===== src/rtl/mac_result_fifo_if.sv =====
// CSR bus and MAC result capture signals of mac_result_fifo.
// The master side is the MAC core plus the CSR adaptor; the slave side is the FIFO.
interface mac_result_fifo_if #(
   parameter int unsigned RESULT_WIDTH = 25,
   parameter int unsigned ADDR_WIDTH   = 12,
   parameter int unsigned DATA_WIDTH   = 32
) ();
   logic [RESULT_WIDTH-1:0] result_rsc_dat;
   logic                    result_triosy_lz;
   logic [ADDR_WIDTH-1:0]   addr;
   logic                    ren;
   logic                    wen;
   logic [DATA_WIDTH-1:0]   wdata;
   logic [DATA_WIDTH-1:0]   rdata;
   logic                    raddr_error;
   logic                    waddr_error;
   logic                    irq;

   modport master (
      output result_rsc_dat, result_triosy_lz, addr, ren, wen, wdata,
      input  rdata, raddr_error, waddr_error, irq
   );

   modport slave (
      input  result_rsc_dat, result_triosy_lz, addr, ren, wen, wdata,
      output rdata, raddr_error, waddr_error, irq
   );
endinterface


===== src/rtl/mac_result_fifo.sv =====
// Capture FIFO for MAC results with a CSR view (DATA/STATUS/CTRL/CLEAR) and a level interrupt.
// DATA reads pop the head; pushes come from the MAC valid strobe when capture is enabled.
module mac_result_fifo #(
   parameter int unsigned DEPTH        = 16,
   parameter int unsigned RESULT_WIDTH = 25,
   parameter int unsigned ADDR_WIDTH   = 12,
   parameter int unsigned DATA_WIDTH   = 32
) (
   input logic              clk,
   input logic              arst,
   mac_result_fifo_if.slave bus
);
   localparam int unsigned PtrW  = $clog2(DEPTH);
   localparam int unsigned CntW  = PtrW + 1;
   localparam int unsigned WordW = ADDR_WIDTH - 2;

   logic [RESULT_WIDTH-1:0] mem_q [DEPTH];

   logic [PtrW-1:0]       wr_ptr_q, wr_ptr_d;
   logic [PtrW-1:0]       rd_ptr_q, rd_ptr_d;
   logic [CntW-1:0]       count_q, count_d;
   logic                  cap_en_q, cap_en_d;
   logic                  irq_en_q, irq_en_d;
   logic [7:0]            thresh_q, thresh_d;
   logic                  ovf_q, ovf_d;
   logic                  unf_q, unf_d;
   logic [DATA_WIDTH-1:0] rdata_q, rdata_d;
   logic                  raddr_error_q, raddr_error_d;
   logic                  waddr_error_q, waddr_error_d;

   logic [WordW-1:0]        word;
   logic                    sel_data, sel_status, sel_ctrl, sel_clear, sel_unmapped;
   logic                    empty, full;
   logic [7:0]              count8;
   logic [RESULT_WIDTH-1:0] head;
   logic [DATA_WIDTH-1:0]   head_ext, status_val, ctrl_val;
   logic                    pop, push_req, push, flush, ovf_set, unf_set, clr_ovf, clr_unf;
   logic                    unused_bits;

   // Byte-address bits [1:0] never take part in decode.
   assign word         = bus.addr[ADDR_WIDTH-1:2];
   assign sel_data     = (word == WordW'(0));
   assign sel_status   = (word == WordW'(1));
   assign sel_ctrl     = (word == WordW'(2));
   assign sel_clear    = (word == WordW'(3));
   assign sel_unmapped = (word > WordW'(3));
   assign unused_bits  = ^{bus.addr[1:0], bus.wdata};

   assign empty  = (count_q == CntW'(0));
   assign full   = (count_q == CntW'(DEPTH));
   assign count8 = 8'(count_q);

   assign head       = mem_q[rd_ptr_q];
   assign head_ext   = DATA_WIDTH'($signed(head));
   assign status_val = DATA_WIDTH'({unf_q, ovf_q, 6'b0, full, empty, count8});
   assign ctrl_val   = DATA_WIDTH'({thresh_q, 6'b0, irq_en_q, cap_en_q});

   always_comb begin
      pop      = bus.ren & sel_data & ~empty;
      unf_set  = bus.ren & sel_data & empty;
      flush    = bus.wen & sel_clear & bus.wdata[0];
      clr_ovf  = bus.wen & sel_clear & bus.wdata[1];
      clr_unf  = bus.wen & sel_clear & bus.wdata[2];
      push_req = bus.result_triosy_lz & cap_en_q;
      // A flush swallows a coincident sample without flagging it as an overflow.
      push     = push_req & ~flush & (~full | pop);
      ovf_set  = push_req & ~flush & full & ~pop;
   end

   always_comb begin
      rd_ptr_d = rd_ptr_q;
      wr_ptr_d = wr_ptr_q;
      count_d  = count_q;
      if (flush) begin
         rd_ptr_d = '0;
         wr_ptr_d = '0;
         count_d  = '0;
      end else begin
         if (pop) begin
            rd_ptr_d = rd_ptr_q + PtrW'(1);
         end
         if (push) begin
            wr_ptr_d = wr_ptr_q + PtrW'(1);
         end
         count_d = count_q + CntW'(push) - CntW'(pop);
      end

      ovf_d = ovf_set | (ovf_q & ~clr_ovf);
      unf_d = unf_set | (unf_q & ~clr_unf);

      cap_en_d = cap_en_q;
      irq_en_d = irq_en_q;
      thresh_d = thresh_q;
      if (bus.wen && sel_ctrl) begin
         cap_en_d = bus.wdata[0];
         irq_en_d = bus.wdata[1];
         thresh_d = bus.wdata[15:8];
      end
   end

   // Reads see pre-write state; rdata holds between reads.
   always_comb begin
      rdata_d       = rdata_q;
      raddr_error_d = 1'b0;
      if (bus.ren) begin
         if (sel_data) begin
            rdata_d = empty ? '0 : head_ext;
         end else if (sel_status) begin
            rdata_d = status_val;
         end else if (sel_ctrl) begin
            rdata_d = ctrl_val;
         end else begin
            rdata_d       = '0;
            raddr_error_d = sel_unmapped;
         end
      end
      waddr_error_d = bus.wen & (sel_data | sel_status | sel_unmapped);
   end

   always_ff @(posedge clk or posedge arst) begin
      if (arst) begin
         wr_ptr_q      <= '0;
         rd_ptr_q      <= '0;
         count_q       <= '0;
         cap_en_q      <= 1'b0;
         irq_en_q      <= 1'b0;
         thresh_q      <= 8'd1;
         ovf_q         <= 1'b0;
         unf_q         <= 1'b0;
         rdata_q       <= '0;
         raddr_error_q <= 1'b0;
         waddr_error_q <= 1'b0;
      end else begin
         wr_ptr_q      <= wr_ptr_d;
         rd_ptr_q      <= rd_ptr_d;
         count_q       <= count_d;
         cap_en_q      <= cap_en_d;
         irq_en_q      <= irq_en_d;
         thresh_q      <= thresh_d;
         ovf_q         <= ovf_d;
         unf_q         <= unf_d;
         rdata_q       <= rdata_d;
         raddr_error_q <= raddr_error_d;
         waddr_error_q <= waddr_error_d;
      end
   end

   // Storage array carries no reset.
   always_ff @(posedge clk) begin
      if (push) begin
         mem_q[wr_ptr_q] <= bus.result_rsc_dat;
      end
   end

   assign bus.rdata       = rdata_q;
   assign bus.raddr_error = raddr_error_q;
   assign bus.waddr_error = waddr_error_q;
   assign bus.irq         = irq_en_q & (((thresh_q != 8'd0) & (count8 >= thresh_q)) | ovf_q);
endmodule


===== src/flat_wrapper.sv =====
// flat-port wrapper written by rule: the top's interface ports become plain ports
module mac_result_fifo_flat 
#(
   parameter int unsigned DEPTH        = 16,
   parameter int unsigned RESULT_WIDTH = 25,
   parameter int unsigned ADDR_WIDTH   = 12,
   parameter int unsigned DATA_WIDTH   = 32
)
  (clk, arst, bus_result_rsc_dat, bus_result_triosy_lz, bus_addr, bus_ren, bus_wen, bus_wdata, bus_rdata, bus_raddr_error, bus_waddr_error, bus_irq);
  mac_result_fifo_if #(.RESULT_WIDTH(RESULT_WIDTH), .ADDR_WIDTH(ADDR_WIDTH), .DATA_WIDTH(DATA_WIDTH)) bus_i ();
  input logic clk;
  input logic arst;
  input wire logic [$bits(bus_i.result_rsc_dat)-1:0] bus_result_rsc_dat;
  input wire logic [$bits(bus_i.result_triosy_lz)-1:0] bus_result_triosy_lz;
  input wire logic [$bits(bus_i.addr)-1:0] bus_addr;
  input wire logic [$bits(bus_i.ren)-1:0] bus_ren;
  input wire logic [$bits(bus_i.wen)-1:0] bus_wen;
  input wire logic [$bits(bus_i.wdata)-1:0] bus_wdata;
  output wire logic [$bits(bus_i.rdata)-1:0] bus_rdata;
  output wire logic [$bits(bus_i.raddr_error)-1:0] bus_raddr_error;
  output wire logic [$bits(bus_i.waddr_error)-1:0] bus_waddr_error;
  output wire logic [$bits(bus_i.irq)-1:0] bus_irq;
  assign bus_i.result_rsc_dat = bus_result_rsc_dat;
  assign bus_i.result_triosy_lz = bus_result_triosy_lz;
  assign bus_i.addr = bus_addr;
  assign bus_i.ren = bus_ren;
  assign bus_i.wen = bus_wen;
  assign bus_i.wdata = bus_wdata;
  assign bus_rdata = bus_i.rdata;
  assign bus_raddr_error = bus_i.raddr_error;
  assign bus_waddr_error = bus_i.waddr_error;
  assign bus_irq = bus_i.irq;
  mac_result_fifo #(.DEPTH(DEPTH), .RESULT_WIDTH(RESULT_WIDTH), .ADDR_WIDTH(ADDR_WIDTH), .DATA_WIDTH(DATA_WIDTH)) u_core (.clk(clk), .arst(arst), .bus(bus_i));
endmodule

===== config.mk =====
export PLATFORM = sky130hd
export DESIGN_NAME = mac_result_fifo_flat
export DESIGN_NICKNAME = d
export VERILOG_FILES = /design/src/rtl/mac_result_fifo_if.sv /design/src/rtl/mac_result_fifo.sv /design/src/flat_wrapper.sv
export SDC_FILE = /design/constraint.sdc
export NUM_CORES = 1
export LEC_CHECK = 0
export BUFFER_PORTS_ARGS = -buffer_cell sky130_fd_sc_hd__buf_4
export CAP_MARGIN = 15
export CORE_UTILIZATION = 26
export CTS_CLUSTER_DIAMETER = 80
export DETAILED_ROUTE_END_ITERATION = 7
export GPL_ROUTABILITY_DRIVEN = 0
export GPL_TIMING_DRIVEN = 0
export PLACE_DENSITY = 0.51
export SYNTH_ARGS = -nofsm -noshare
export SYNTH_HDL_FRONTEND = slang
export SYNTH_SLANG_ARGS = --single-unit

===== constraint.sdc =====
create_clock -name clk -period 5.7 [get_ports clk]
set_input_delay 1.71 -clock clk [delete_from_list [all_inputs] [get_ports clk]]
set_output_delay 1.71 -clock clk [all_outputs]
set_load 0.005 [all_outputs]

==> key figures, run 1 <==
Critical path
  – Largest fanout on the critical path: 10
  – Reg2Reg Depth: 16
  – Slowest CP cell: nor4_4
  – Critical path required time: roughly 6 ns
  – Critical Path, Cell by Cell: buf_4, nor4_4, and4_1, nand2b_1, inv_2, buf_2, ha_1, inv_1, ha_1, inv_1, fa_1, inv_1, a21oi_1, nor2_1, or3_1, a21oi_1
  – Type of origin of the critical path: input port
  – Bufs and invs on worst path: 6
  – CP max stage delay: 0.44 ns
  – Crit path kind: input port to flip-flop
  – Cell mode on critical path: inv_1
  – Critical path arrival: about 4.8 ns
  – Crit-path leading delay family: simple AND/OR/NAND/NOR gates
  – Worst setup EP type: flip-flop
  – Number of cells on the critical path: 16

Yosys
  – Mapped Cells: 931
  – Seq/Total Area, Yosys: 0.734
  – Ys flop type: edfxtp_1
  – Post-synth net total: 1022
  – Cell area after synthesis: around 18000 um2
  – #FFs+latches synth: ~450
  – Post-synth EDFFs: 400
  – Synth area leader: edfxtp_1
  – Ys Warns: 0
  – Top post-synthesis cells by count: 400 x edfxtp_1, 71 x mux4_2, 51 x dfrtp_1
  – Count leader, synth: edfxtp_1
  – Syn_area_per_cell: between 15 and 20 um2
  – Distinct cells, synth: 52
  – Post-synth top area share: 0.662
  – Ys async rst share: 0.115
  – Top cells by area, synth: edfxtp_1 66%, mux4_2 8.8%, dfrtp_1 7.0%

Timing
  – RSZ-0062 raised after global routing: no
  – Final setup vio count: 0
  – Final worst setup slack: ~1.3 ns
  – Least-Margin Pin Slew: 1.00 ns
  – Fin. Hold Viols: 0
  – Period Utilization, post-route: 0.773
  – Slew HR: 0.333
  – Min Tclk post-route: 4.41 ns
  – Fmax: approximately 230 MHz
  – Min Hold Slack: a little under 0.5 ns
  – Layout Skew: 0.0383 ns
  – Max Transition Viols Final: 0

Layout
  – Layout area overhead: 21.7%
  – ANT cells: 0
  – Fin nets: 1183
  – Fill cell count: around 6600
  – Layout cell share with drive strength beyond 1: 0.302

Clock network
  – TritonCTS clock tree: done
  – CTS Sinks: roughly 450
  – Clock buffers created by TritonCTS: 48
  – Post-CTS Hold Buffers: 0
  – Worst-Skew Late Latency: 0.60 ns
  – Post-CTS Resized: 0
  – Setup Buffers After CTS: 0
  – CTS H-tree lvls: 2
  – Clock root buffer: clkbuf_16
  – CTS Buffer Depth: 3
  – CTS clk-pin slew, worst paths: 0.06 ns

Global routing
  – Grt ovf: 0
  – First-pass GRT wire length: approximately 68000 um
  – Largest net degree at the start of global routing: 53
  – Vias in the first global route: between 9000 and 10000
  – Initial antenna violation count: 2
  – GRT Util Overall: 0.133

Hold path
  – Worst hold stages: 1
  – HP Class: flip-flop to flip-flop

Power
  – Peak VDD IR: roughly 0.00019 V
  – Power per cell area: around 320 nW/um2
  – Leak Pwr: between 0.007 and 0.008 uW

Floorplanning
  – # IOs: about 110
  – Chip Height: ~270 um
  – Die area: approximately 71000 um2
  – Core Box Area: about 69000 um2
  – Floorplan row count: 96
  – Die X: around 270 um
  – Initial Util: 0.264

Route
  – Wire length per cell: ~23 um
  – DRT iter0 DRCs: 741
  – ANT nets after route: 0
  – Drt total wl: around 47000 um
  – Residual DRC: 0
  – Via Count: about 9400
  – Initial DRT Pass Iterations: 4
  – Via density: around 4.6

Run status
  – Status: completed

Flow run
  – Number of max-cap violations: 0

Place
  – Port bufs: 85
  – DP Worst Slack: around 0.74 ns
  – Final HPWL DP: 31300 um
==> cell type report <==
cell class | count | area [um2] | share of cell area
plain buffers | 55 | 395 | 0.0179
clock buffers | 62 | 1330 | 0.0604
clock inverters | 27 | 295 | 0.0134
inverters | 19 | 73.8 | 0.00334
multi-input cells | 405 | 4420 | 0.200
flip-flops and latches | 452 | 13300 | 0.603
well taps | 931 | 1160 | 0.0528
repair buffers | 111 | 1070 | 0.0486
==> metal layers <==
metal  up-vias  part of all wire  global-route usage
li1       4099                 -                   -
met1      4999              0.46               0.190
met2       232              0.46               0.207
met3        63             0.049              0.0251
met4         2             0.021              0.0379
met5         -           0.00026                   0
==> worst reg2reg max path: stages, from the launching register on <==
cell and delay [ns]:
dfrtp_1 0.49, inv_1 0.13, ha_1 0.20, nor4b_2 0.64
nand2b_1 0.23, inv_2 0.16, buf_2 0.27, ha_1 0.32
inv_1 0.04, ha_1 0.20, inv_1 0.08, fa_1 0.21
inv_1 0.05, a21oi_1 0.12, nor2_1 0.06, or3_1 0.34
a21oi_1 0.17
==> cell usage in the layout (no fill, tap or decap), types with 22 or more instances in the layout <==
cell type | synthesis | final
edfxtp_1 | 400 | 400
buf_4 | 9 | 94
mux4_2 | 71 | 71
dfrtp_1 | 51 | 51
clkbuf_16 | 0 | 48
mux2i_1 | 38 | 38
nand3_1 | 27 | 27
nand2_1 | 26 | 26
clkbuf_1 | 18 | 24
mux2_2 | 23 | 23
a21oi_1 | 22 | 22
==> cell families (layout without fill, tap and decap cells) <==
family                   Yosys count  after routing  share of synthesized area
flip-flops                       452            452                      0.734
multiplexers                     149            149                      0.146
AND/OR/NAND/NOR                  124            124                     0.0370
AO/OA/AOI/OAI                    106            106                     0.0404
buffers and inverters             74            274                     0.0257
adder cells (fa/ha/maj)           17             17                     0.0121
XOR/XNOR                           9              9                    0.00435
==> where the power goes <==
part           internal, uW  switching (uW)
registers              3620            46.0
clock network          1880            1310
logic                   121             153
total                  5630            1500
==> state kept, by name, indices dropped and copies added (netlist names) <==
name / flops
u_core.rd_ptr_q: 4
u_core.wr_ptr_q: 4
u_core.bus.waddr_error: 1
u_core.cap_en_q: 1
u_core.mem_q: 400
u_core.thresh_q: 8
u_core.ovf_q: 1
u_core.irq_en_q: 1
u_core.unf_q: 1
u_core.count_q: 5
u_core.bus.raddr_error: 1
u_core.bus.rdata: 25
==> worst paths after layout <==
path	start	endpoint	slack, ns
worst max-delay path	bus_addr[11]	u_core.count_q[4]	1.29
worst min-delay path	u_core.bus.rdata[18]	u_core.bus.rdata[18]	0.49
worst max register to register	u_core.count_q[3]	u_core.count_q[4]	1.92
worst min register to register	u_core.bus.rdata[18]	u_core.bus.rdata[18]	0.49
max in group asynchronous	arst	u_core.bus.rdata[17]	3.87
min in group asynchronous	arst	u_core.bus.raddr_error	1.29
==> stage by stage <==
| stage | setup TNS (ns) | area, um2 | util | total power [uW] | instances |
|---|---|---|---|---|---|
| finish | 0 | 22100 | 0.321 | 7130 | 2062 |
| global route | 0 | 22100 | 0.321 | 7370 | 2062 |
| floorplan | 0 | 18100 | - | 3880 | 931 |
| detailed placement | 0 | 20400 | 0.297 | 4020 | 1973 |
| global placement | -243.44 | 19900 | 0.290 | 4010 | 1947 |
| CTS | 0 | 22100 | 0.321 | 7220 | 2062 |
No activity file was read; power rests on OpenSTA's default activity.
==> run 2, diff against run 1 <==
- PLACE_DENSITY: 0.51 -> 0.52
- clock period: 5.7 -> 3.67 ns (I/O delays scaled with it)
==> run 2 against run 1 <==
Clock skew fell by 0.016 ns. Clock-buffer cell count fell by 3. Via count fell by 0.31%. Worst hold slack improved by 0.0061 ns. Combinational power rose by 58%. Wire length fell by 1.5%. Core utilization fell by 0.32 points. First-iteration DRC count grew 0.94%. Non-clock buffer count did not move. Global-route usage decreased by 0.22 points. Critical path depth is the same. Worst setup slack got worse by 1.1 ns. Critical path type unchanged. Highest routed layer unchanged.
==> key figures, run 2 (same netlist as run 1, synthesis figures left out) <==
Run status
  – Status: completed

Place
  – Port bufs: 85 (unchanged)
  – Placed cell count: 1968 (-0.25%)
  – Final HPWL DP: 30300 um (-3.1%)
  – DP Worst Slack: -0.682 ns (-1.42 ns)

Layout
  – Layout cell share with drive strength beyond 1: 0.291 (-0.0115)
  – Fill cell count: 6581 (-0.62%)
  – Largest reg by FF count: u_core.mem_q
  – Final core utilization: 0.317 (-0.00318)
  – Most frequent cells in the layout: 400 x edfxtp_1, 100 x buf_4, 71 x mux4_2, 51 x dfrtp_1, 48 x clkbuf_16
  – Fin nets: 1183 (unchanged)
  – ANT cells: 0 (unchanged)
  – Storage element area: 13300 um2 (unchanged)
  – Layout area overhead: 20.5%
  – Most common cell after layout, fill and taps aside: edfxtp_1
  – Max reg flops: 400 (unchanged)
  – Area of the multi-input gates: 4430 um2 (+0.25%)
  – Number of cells in the finished layout apart from fillers: 2062 (unchanged)

Critical path
  – Critical path required time: 4.09 ns (-2.02 ns)
  – R2R Setup Slk: 0.37 ns (-1.55 ns)
  – Worst setup EP type: flip-flop
  – Critical path origin: bus_addr[4]
  – Crit path kind: input port to flip-flop
  – CP max stage delay: 0.42 ns (-0.02 ns)
  – Reg-to-Reg End: u_core.count_q[4]
  – Critical path arrival: 3.88 ns (-0.94 ns)
  – Largest fanout on the critical path: 10 (unchanged)
  – Slowest CP cell: nor4_4
  – Reg2Reg Depth: 16 (unchanged)
  – Worst R2R Start: u_core.count_q[3]
  – Type of origin of the critical path: input port
  – Critical Path, Cell by Cell: buf_4, nor4_4, and4_4, nand2b_1, inv_4, buf_4, ha_1, inv_1, ha_1, inv_1, fa_1, inv_1, a21oi_1, nor2_1, or3_1, a21oi_1
  – Cell mode on critical path: inv_1

Timing
  – Fmax: approximately 290 MHz
  – Layout Skew: 0.0218 ns (-0.0164 ns)
  – Fin. Hold Viols: 0 (unchanged)
  – Final setup vio count: 0 (unchanged)
  – Max Transition Viols Final: 0 (unchanged)
  – Min Tclk post-route: 3.46 ns
  – Period Utilization, post-route: 0.942
  – Slew HR: 0.337 (+0.00409)
  – Final worst setup slack: 0.213 ns (-1.08 ns)
  – Post-route setup TNS: 0 ns (unchanged)
  – Least-Margin Pin Slew: 0.994 ns (-0.00614 ns)

Global routing
  – First-pass GRT wire length: 67200 um (-0.82%)
  – Grt ovf: 0 (unchanged)
  – Met1 Use GR: 0.184 (-0.00518)
  – Largest net degree at the start of global routing: 34 (-36%)
  – GRT met3 Usage: 0.0297 (+0.00453)
  – Vias in the first global route: 9698 (-0.093%)
  – GRT Util Overall: 0.131 (-0.00224)
  – GR peak layer: met2
  – GRT met2 Usage: 0.205 (-0.00226)
  – Initial antenna violation count: 3 (+1)

Hold path
  – HP Class: flip-flop to flip-flop
  – WHS Endpoint: u_core.bus.rdata[19]
  – Worst hold stages: 1 (unchanged)
  – Hold Startpoint: u_core.bus.rdata[19]

Floorplanning
  – Floorplan row count: 96 (unchanged)
  – Die X: 266 um (unchanged)
  – # IOs: 109 (unchanged)
  – Die area: 70800 um2 (unchanged)
  – Chip Height: 266 um (unchanged)
  – Initial Util: 0.264 (unchanged)
  – Core Box Area: 68800 um2 (unchanged)

Route
  – Via density: 4.54 (-0.31%)
  – Residual DRC: 0 (unchanged)
  – DRT iter0 DRCs: 748 (+0.94%)
  – Via Count: 9366 (-0.31%)
  – Drt total wl: 45900 um (-1.5%)
  – Wire length per cell: 22.3 um (-1.5%)
  – Initial DRT Pass Iterations: 5 (+1)
  – ANT nets after route: 0 (unchanged)

Clock network
  – CTS H-tree lvls: 2 (unchanged)
  – CTS Buffer Depth: 3 (unchanged)
  – Worst-Skew Late Latency: 0.59 ns (about the same)
  – Clock root buffer: clkbuf_16
  – CTS clk-pin slew, worst paths: 0.06 ns (about the same)
  – CTS Sinks: 452 (unchanged)
  – TritonCTS clock tree: done
  – Clock buffers created by TritonCTS: 48 (unchanged)
  – Post-CTS Hold Buffers: 0 (unchanged)

Power
  – Leak Pwr: 0.00722 uW (-1.4%)
  – Power per cell area: 488 nW/um2 (+51%)
  – Peak VDD IR: 0.000301 V (+58%)

Flow run
  – Number of max-cap violations: 0 (unchanged)
## run 2: cell count changes in the layout (fill, tap and decap cells not counted), sizes merged
cell,before,now
clkbuf,80,77
inv,19,20
clkinvlp,1,0
bufinv,5,1
clkinv,21,28
## run 2: area by class of cell
type,count,share of cell area
well taps,931,0.0533
flip-flops and latches,452,0.609
clock inverters,30,0.00905
repair buffers,111,0.0462
plain buffers,55,0.0182
inverters,19,0.00338
clock buffers,59,0.0578
multi-input cells,405,0.203
## run 2: per-layer routing
metal / share of wire / routed length, um
met1: 0.46 / 21100
met2: 0.46 / 21200
met3: 0.059 / 2690
met4: 0.019 / 869
met5: 0.00059 / 27
## run 2: worst max path at each step
stage | endpoint | slack [ns] | depth (start not counted)
2_1_floorplan | u_core.mem_q[4][0] | -0.58 | 5
3_3_place_gp | u_core.mem_q[7][23] | -3.47 | 6
3_5_place_dp | u_core.count_q[4] | -0.68 | 16
4_1_cts | u_core.count_q[4] | 0.04 | 16
5_1_grt | u_core.count_q[4] | -0.01 | 16
6_report | u_core.count_q[4] | 0.21 | 16
## run 2: where the power goes
| part | switching [uW] | internal (uW) |
|---|---|---|
| clock network | 2000 | 2520 |
| logic | 236 | 196 |
| registers | 78.9 | 5630 |
## run 2: what timing repair did
| action | CTS | global route |
|---|---|---|
| gates resized for setup | 2 | 4 |
| pin swaps | 0 | 2 |
| endpoints found under the setup margin | 1 | 1 |
| setup buffers | 0 | 5 |
## run 2: worst max-delay path: cells and delay by family
| family | cells | cell delay, ns |
|---|---|---|
| compound gates | 2 | 0.11 |
| simple gates | 5 | 1.09 |
| buf+inv | 6 | 0.76 |
| fa+ha+maj | 3 | 0.82 |
## run 2: stage by stage
stage | hold WS, ns | instance area [um2] | total power [uW]
final | 0.493 | 21900 | 10700
after global routing | 0.518 | 21900 | 11000
after CTS | 0.498 | 21800 | 10800
after detailed placement | 0.481 | 20300 | 6240
after global placement | 0.479 | 19900 | 6230
after floorplan | 0.467 | 18100 | 6030
==> run 3, diff against run 2 <==
- BUFFER_PORTS_ARGS: -buffer_cell sky130_fd_sc_hd__buf_4 -> -buffer_cell sky130_fd_sc_hd__buf_2
==> run 3 against run 2 <==
Worst setup slack got worse by 0.018 ns. Core utilization fell by 0.078 points. Register-to-register slack got worse by 0.04 ns. Sequential share of layout area rose by 0.15 points. Die area did not move. Clock skew fell by 0.00081 ns. Combinational power fell by 3%. Final cell count rose by 0.34%. Cell area fell by 0.25%. Critical endpoint unchanged. Highest routed layer unchanged.
==> key figures, run 3 (same netlist as run 1, synthesis figures left out) <==
Run status
  – Status: completed

Timing
  – Fmax: 288 MHz (-0.52%)
  – Least-Margin Pin Slew: 1.05 ns (+0.0572 ns)
  – Layout Skew: 0.0210 ns (-0.000805 ns)
  – Min Tclk post-route: 3.48 ns (+0.0180 ns)
  – Fin. Hold Viols: 0 (unchanged)
  – Slew HR: 0.299 (-0.0382)
  – Max Transition Viols Final: 0 (unchanged)
  – Min Hold Slack: 0.474 ns (-0.0192 ns)
  – RSZ-0062 raised after global routing: no
  – Final setup vio count: 0 (unchanged)
  – Period Utilization, post-route: 0.947 (+0.00491)
  – Post-route setup TNS: 0 ns (unchanged)

Global routing
  – Grt ovf: 0 (unchanged)
  – First-pass GRT wire length: 67900 um (+1.1%)
  – Largest net degree at the start of global routing: 31 (-8.8%)
  – Initial antenna violation count: 4 (+1)
  – Vias in the first global route: 9874 (+1.8%)
  – GRT Util Overall: 0.133 (+0.00171)

Power
  – Power per cell area: 494 nW/um2 (+1.2%)
  – Total power: 10800 uW (+0.95%)
  – Peak VDD IR: 0.000324 V (+7.9%)
  – Leak Pwr: 0.00725 uW (+0.40%)

Layout
  – Largest reg by FF count: u_core.mem_q
  – Layout cell share with drive strength beyond 1: 0.298 (+0.00700)
  – Final core utilization: 0.317 (-0.000782)
  – Most frequent cells in the layout: 400 x edfxtp_1, 99 x buf_2, 71 x mux4_2, 51 x dfrtp_1, 49 x clkbuf_16
  – ANT cells: 0 (unchanged)
  – Layout area overhead: 20.2%
  – Max reg flops: 400 (unchanged)
  – Most common cell after layout, fill and taps aside: edfxtp_1
  – Fin nets: 1189 (+0.51%)
  – Fin area: 21800 um2 (-0.25%)

Place
  – Final HPWL DP: 30800 um (+1.6%)
  – Post-DP Area: 20200 um2 (-0.43%)
  – Port bufs: 85 (unchanged)

Floorplanning
  – Die area: 70800 um2 (unchanged)
  – Initial Util: 0.264 (unchanged)
  – # IOs: 109 (unchanged)
  – Core Box Area: 68800 um2 (unchanged)
  – Chip Height: 266 um (unchanged)
  – Floorplan row count: 96 (unchanged)
  – Die X: 266 um (unchanged)

Clock network
  – CTS Buffer Depth: 3 (unchanged)
  – Clock buffers created by TritonCTS: 49 (+2.1%)
  – CTS clk-pin slew, worst paths: 0.06 ns (about the same)
  – Worst-Skew Late Latency: 0.60 ns (about the same)
  – Clock root buffer: clkbuf_16
  – CTS Sinks: 452 (unchanged)
  – CTS H-tree lvls: 2 (unchanged)
  – TritonCTS clock tree: done
  – Post-CTS Hold Buffers: 0 (unchanged)

Critical path
  – Reg-to-Reg End: u_core.count_q[4]
  – Type of origin of the critical path: input port
  – Critical path required time: 4.11 ns (+0.02 ns)
  – R2R Setup Slk: 0.33 ns (-0.04 ns)
  – Largest fanout on the critical path: 10 (unchanged)
  – Critical path origin: bus_addr[6]
  – Worst setup EP type: flip-flop
  – Worst R2R Start: u_core.count_q[3]
  – Reg2Reg Depth: 16 (unchanged)
  – Crit path kind: input port to flip-flop
  – Critical path arrival: 3.91 ns (+0.03 ns)

Route
  – Via density: 4.57 (+0.51%)
  – Residual DRC: 0 (unchanged)
  – DRT iter0 DRCs: 749 (+0.13%)
  – ANT nets after route: 0 (unchanged)
  – Wire length per cell: 22.5 um (+1.1%)
  – Drt total wl: 46600 um (+1.4%)
  – Via Count: 9446 (+0.85%)
  – Initial DRT Pass Iterations: 5 (unchanged)

Hold path
  – Worst hold stages: 1 (unchanged)
  – Hold Startpoint: u_core.bus.rdata[18]
  – HP Class: flip-flop to flip-flop
  – WHS Endpoint: u_core.bus.rdata[18]

Flow run
  – Number of max-cap violations: 0 (unchanged)
run 3: critical path: stages:
cell and delay, ns:
buf_2 0.11, nor4_4 0.38, and4_2 0.34, nand2b_1 0.13
inv_4 0.20, buf_4 0.26, ha_1 0.26, inv_1 0.05
ha_1 0.16, inv_1 0.06, fa_1 0.42, inv_1 0.07
a21oi_1 0.06, nor2_1 0.11, or3_1 0.11, a21oi_1 0.06
run 3: area by class of cell:
| class | instances | area (um2) |
|---|---|---|
| multi-input cells | 405 | 4430 |
| repair buffers | 116 | 922 |
| flip-flops and latches | 452 | 13300 |
| clock inverters | 26 | 179 |
| clock buffers | 65 | 1320 |
| well taps | 931 | 1160 |
| inverters | 19 | 73.8 |
| plain buffers | 55 | 398 |
| fillers | 6663 | 47000 |
run 3: metal layers:
metal,up-vias,track usage,routed length [um]
li1,4119,-,-
met1,4998,0.179,20800
met2,250,0.213,21800
met3,73,0.0310,2850
met4,6,0.0401,1090
met5,-,0,34
run 3: repair_timing:
action                                  CTS  global route
resized for setup                         3             1
endpoints found under the setup margin    1             1
buffers inserted                          0             5
pin swaps                                 0             2
run 3: stage by stage:
stage                     instances  setup WS, ns
after floorplan                 931        -0.581
after global placement         1947         -3.42
after detailed placement       1973        -0.729
after CTS                      2064        0.0972
after global routing           2069        0.0302
final                          2069         0.195
run 3: worst max-delay path by stage:
stage,endpoint,cells after the start
after floorplan,u_core.mem_q[4][0],5
after global placement,u_core.mem_q[4][23],6
after detailed placement,u_core.count_q[4],16
after CTS,u_core.count_q[4],16
after global routing,u_core.count_q[4],16
final,u_core.count_q[4],16
run 3: power breakdown:
part / internal (uW) / leakage (uW) / switching, uW
Combinational: 179 / 0.00223 / 238
Sequential: 5630 / 0.00428 / 79.7
Clock: 2600 / 0.000737 / 2040
